==> src/rtl/serial_all_bits_set_rx.sv <==
// serial_all_bits_set_rx: assembles an MSB-first bit stream into words and reports
// an all-ones flag and popcount for each word on a valid/ready output port.
module serial_all_bits_set_rx #(
    parameter int DATA_W = 8,
    localparam int CNT_W = $clog2(DATA_W + 1)
) (
    input  logic              clk,
    input  logic              rst,
    input  logic              bit_in,
    input  logic              bit_valid,
    output logic              bit_ready,
    output logic [DATA_W-1:0] out_data,
    output logic              out_valid,
    input  logic              out_ready,
    output logic              all_set,
    output logic [CNT_W-1:0]  set_count
);
    localparam logic [0:0] S_FILL = 1'b0;
    localparam logic [0:0] S_HOLD = 1'b1;
    logic [0:0]        r_state;
    logic [CNT_W-1:0]  r_cnt;
    logic [DATA_W-1:0] r_shreg;
    logic [DATA_W-1:0] r_out_data;
    logic              r_all_set;
    logic [CNT_W-1:0]  r_set_count;
    logic [DATA_W-1:0] w_word;
    logic [CNT_W-1:0]  w_pop;
    logic              w_bit_xfer;
    assign bit_ready  = (r_state == S_HOLD) ? out_ready : 1'b1;
    assign w_bit_xfer = bit_valid & bit_ready;
    assign w_word     = {r_shreg[DATA_W-2:0], bit_in};
    assign out_valid  = (r_state == S_HOLD);
    assign out_data   = r_out_data;
    assign all_set    = r_all_set;
    assign set_count  = r_set_count;
    always_comb begin
        w_pop = '0;
        for (int i = 0; i < DATA_W; i++)
            w_pop = w_pop + CNT_W'(w_word[i]);
    end
    always_ff @(posedge clk) begin
        if (rst) begin
            r_state     <= S_FILL;
            r_cnt       <= '0;
            r_shreg     <= '0;
            r_out_data  <= '0;
            r_all_set   <= 1'b0;
            r_set_count <= '0;
        end else if (r_state == S_FILL) begin
            if (w_bit_xfer) begin
                r_shreg <= w_word;
                if (r_cnt == CNT_W'(DATA_W - 1)) begin
                    r_out_data  <= w_word;
                    r_all_set   <= &w_word;
                    r_set_count <= w_pop;
                    r_cnt       <= '0;
                    r_state     <= S_HOLD;
                end else begin
                    r_cnt <= r_cnt + CNT_W'(1);
                end
            end
        end else if (out_ready) begin
            // word leaves; a bit arriving now is the next word's MSB, so no bubble
            r_state <= S_FILL;
            r_shreg <= {{(DATA_W-1){1'b0}}, bit_in & bit_valid};
            r_cnt   <= bit_valid ? CNT_W'(1) : '0;
        end
    end
endmodule

==> config.mk <==
export PLATFORM = sky130hd
export DESIGN_NAME = serial_all_bits_set_rx
export DESIGN_NICKNAME = d
export VERILOG_FILES = /design/src/rtl/serial_all_bits_set_rx.sv
export SDC_FILE = /design/constraint.sdc
export NUM_CORES = 1
export LEC_CHECK = 0
export CORE_MARGIN = 1.5
export CORE_UTILIZATION = 46
export CTS_CLUSTER_DIAMETER = 120
export DETAILED_ROUTE_END_ITERATION = 10
export GPL_TIMING_DRIVEN = 0
export PLACE_DENSITY = 0.71
export SYNTH_ARGS = -nofsm -noshare
export SYNTH_HDL_FRONTEND = slang
export SYNTH_SLANG_ARGS = --single-unit
export TNS_END_PERCENT = 5
==> constraint.sdc <==
create_clock -name clk -period 2.9 [get_ports clk]
set_input_delay 0.29 -clock clk [delete_from_list [all_inputs] [get_ports clk]]
set_output_delay 0.29 -clock clk [all_outputs]
set_load 0.02 [all_outputs]
==> results <==
- The flow ran to the end, but the final reports show violations.
- The checks that failed: setup timing.
- Along the worst path, the maximum fanout reaches 2.
- With fillers left out, the area of the finished cells amounts to about 0.0015 mm2.
- The filler cells instantiated in the layout total 240.
- The I/O pin total is 20.
- The number of antenna violations at the first check in global routing is 0.
- The mean instance size in the synthesized netlist is 8.97 um2.
- Max-cap violations in this run came to 0.
- The instance count of the mapped netlist is 132.
- The total area of multi-input combinational cells is 624 um2.
- The cell family contributing the most delay on the critical path is adder cells.
- The area of the mapped netlist is ~0.0012 mm2.
- The routed via count is 1074.
- After clock tree synthesis, the clock-pin slew on the worst setup and hold paths is 0.14 ns.
- TritonCTS built the clock tree.
- The area share of the largest cell type after synthesis is 0.423.
- During placement, the flow inserted port buffers numbering 18.
- The power density relative to cell area is roughly 380 mW/mm2.
- The type of origin of the critical path is a flip-flop.
- The tightest slew margin relative to the limit is 0.465.
- Summed over all layers, the routed wires come to 2810 um.
- The min-delay analysis places its worst path in the category input pin to flip-flop.
- The area of the placeable core is 0.00245 mm2.
- The via count of the first global-routing pass was 1007.
- In the final layout, the share of cells above drive strength 1 is 0.134.
- On the worst path, the slowest cell contributes a delay of 0.52 ns.
- The largest family of logic cells by synthesized area is compound AO/OA/AOI/OAI gates.
- Setup repair after global routing could not meet its margin everywhere.
- The routed design could run at a clock period as short as approximately 3 ns.
- Summed over all nets, the half-perimeter wirelength after detailed placement is about 1900 um.
- For this block, the initial DRC count from the detailed router was 35.
- The switching power as a share of total power is 0.256.
- Setup violations remaining at the end of the flow were counted as 1.
- The number of buffers created by CTS is 3.
- The number of distinct library cells after synthesis is 29.
- The dominant register cell in the synthesized netlist is dfxtp_1.
- The final standard cell count with taps included and fillers excluded is approximately 190.
- The number of max-slew violations in the final report is 0.
- Overall power consumption after layout is estimated at roughly 0.56 mW.
- After detailed routing, the number of vias per cell comes to 5.74.
- Buffers inserted to repair hold after CTS numbered 0.
- The starting density of the core is 0.482.
- The final global-route overflow total is 0.
- The fraction of registers with async set or reset after synthesis is 0.
- The number of clock sinks is 25.
- The DRC violation count after routing is 0.
- The detail route stage leaves a number of antenna-violating nets equal to 0.
- The number of cell rows is 18.
- The y dimension of the die is roughly 54 um.
- The first global-routing pass estimated 4560 um of wire.
- The pin count of the biggest net entering global routing is 15.
- The xor and xnor area share after synthesis is 0.00740.
- The share of the synthesized area in compound gates (AO/OA/AOI/OAI) was 0.197.
- The critical path is of the flip-flop to flip-flop type.
- dfxtp_1 takes more of the synthesized area than any other cell.
- The fraction of power consumed by combinational cells is 0.091.
- The placed instances occupy a cell area of 0.00140 mm2.
- The share of power burned in the clock network is 0.287.
- The clock latency on the worst-skew pair is about 0.33 ns.
- The internal power of the cells is 0.418 mW.
- The basic-gate share of the synthesized area counting and, or, nand and nor cells is 0.167.
- The number of nets in the synthesized netlist is 146.
- The share of the Yosys chip area taken by registers is 0.423.
- The peak clock frequency supported by timing is 338 MHz.
- On the critical path, the stage with the largest delay is an instance of fa_1.
- The final clock skew is ~0.0015 ns.
- The root buffer cell is clkbuf_4.
- The longest clock path from root to sink contains 2 buffers.
- The congestion estimate from routability-driven global placement came to approximately 0.77.
- For this run, the total global-route usage over all layers was measured as 0.224.
- Setup slack on the critical path of the routed design comes to -0.0590 ns.
- Of the total synthesized cell area, the portion taken by full adders, half adders and majority gates is 0.121.
- The share of total power dissipated in sequential elements is 0.623.
- Across the whole layout, storage elements account for 508 um2.
- Summed over all nets, the switching power comes to 0.144 mW.
- Walking the worst path, the cells encountered are fa_1 -> inv_2 -> fa_1 -> fa_1 -> inv_2 -> ha_4 -> inv_2 -> fa_2 -> xnor2_2 -> nand3_1 -> a21oi_1.
- The worst IR drop on VDD is 304 uV.
- For this run, the number of Yosys warnings is 0.
- Sorting the synthesized cells by area gives the leading types as dfxtp_1 (42%), a21oi_1 (6.8%), fa_1 (6.8%).
- From synthesis to final layout, the design area changed by 25.1%.
- In this run the number of H-tree levels came out at 1.
- The slew at the pin with the worst max-slew slack is about 0.78 ns.
- The total number of nets in the final design is 172.
- In this run the static leakage power is around 0.55 nW.
- Data arrives at the worst endpoint at between 3 and 4 ns.
- The required time of the worst setup path is 3.17 ns.
- The final critical-path share of the clock period is 1.02.
- STA classifies the critical path endpoint as a flip-flop.
- The number of buffers and inverters on the critical path is 3.
- The total of flip-flops plus latches after synthesis is 25.
- The number of antenna diodes in the final layout is 0.
- The number of detailed-routing iterations run before antenna repair is 4.
- The die covers just under 0.003 mm2.
- Of the post-synthesis cell area, the part taken by muxes is 0.0169.
- The final hold violation count is 0.
- In this run the horizontal extent of the chip is 53.7 um.
- The cell count after placement is 180.
- The number of enable-type register cells in the synthesized netlist is 0.
- Dividing the detail-routed wire length by the instance count gives 15.0 um.
==> registers in the layout, summed over array words and instances, names as in the netlist <==
signal	cells
all_set	1
r_shreg	7
out_valid	1
out_data	8
r_cnt	4
set_count	4
==> power groups by stage <==
stage	Combinational (mW)	Sequential (mW)	Clock (mW)
6_report	0.0510	0.350	0.161
5_1_grt	0.0571	0.351	0.176
4_1_cts	0.0474	0.350	0.162
3_5_place_dp	0.0441	0.359	0
3_3_place_gp	0.0424	0.359	0
2_1_floorplan	0.0286	0.358	0
==> layer usage <==
metal | track usage | wire (um)
met5 | 0 | 0
met4 | 0.103 | 85
met3 | 0.0583 | 99
met2 | 0.360 | 1390
met1 | 0.278 | 1230
==> cells in the mapped netlist (all sizes together), types with 2 or more instances <==
master / count
nand3b: 2
nand2: 3
dfxtp: 25
mux2i: 2
ha: 5
buf: 4
a21oi: 16
nor2: 8
a22oi: 7
nand4: 2
inv: 10
nand2b: 2
o21ai: 12
a311oi: 2
clkbuf: 6
nand3: 12
fa: 4
==> path summary, 6_finish.rpt <==
path	start	endpoint	slack, ns	depth (start not counted)
setup / recovery	r_shreg[2]	set_count[2]	-0.06	11
hold / removal	rst	r_cnt[0]	0.34	2
setup reg to reg	r_shreg[2]	set_count[2]	-0.06	11
hold reg to reg	out_data[3]	out_data[3]	0.49	2
==> per-stage QoR <==
stage / util / TNS, ns / worst slack, ns / hold WS (ns)
after floorplan: - / 0 / 0.0582 / 0.438
after global placement: 0.571 / -1.37 / -0.635 / 0.462
after detailed placement: 0.571 / -1.58 / -0.691 / 0.475
after CTS: 0.596 / -0.144 / -0.108 / 0.334
after global routing: 0.603 / -0.178 / -0.137 / 0.344
final: 0.603 / -0.0590 / -0.0590 / 0.336
==> placed cells by master, fill, tap and decap left out, types with 2 or more instances in the layout <==
cell type,count
buf_4,3
clkbuf_1,5
o21ai_0,12
a311oi_1,2
nand3_1,12
nand4_1,2
clkbuf_4,3
clkdlybuf4s50_1,17
inv_2,3
nand2_1,3
inv_1,7
dfxtp_4,2
fa_1,3
mux2i_1,2
a22oi_1,7
nand3b_1,2
ha_1,4
dfxtp_1,23
buf_2,4
a21oi_1,16
nor2_1,8
==> area by class of cell <==
cell class / count / share of cell area
Buffer: 10 / 0.0296
Clock inverter: 1 / 0.00338
Clock buffer: 3 / 0.0152
Inverter: 10 / 0.0254
Timing Repair Buffer: 21 / 0.136
Multi-Input combinational cell: 87 / 0.422
Tap cell: 30 / 0.0254
Sequential cell: 25 / 0.343
==> logic make-up after synthesis <==
kind of cell             count (synthesis)
AO/OA/AOI/OAI                           40
AND/OR/NAND/NOR                         35
flip-flops                              25
buffers and inverters                   20
adder cells (fa/ha/maj)                  9
multiplexers                             2
XOR/XNOR                                 1
==> repair_timing <==
action	in CTS	in global routing
buffers inserted	3	0
resized for setup	8	4
endpoints found under the setup margin	2	2
pin swaps	7	2
(Power assumes the default switching activity.)
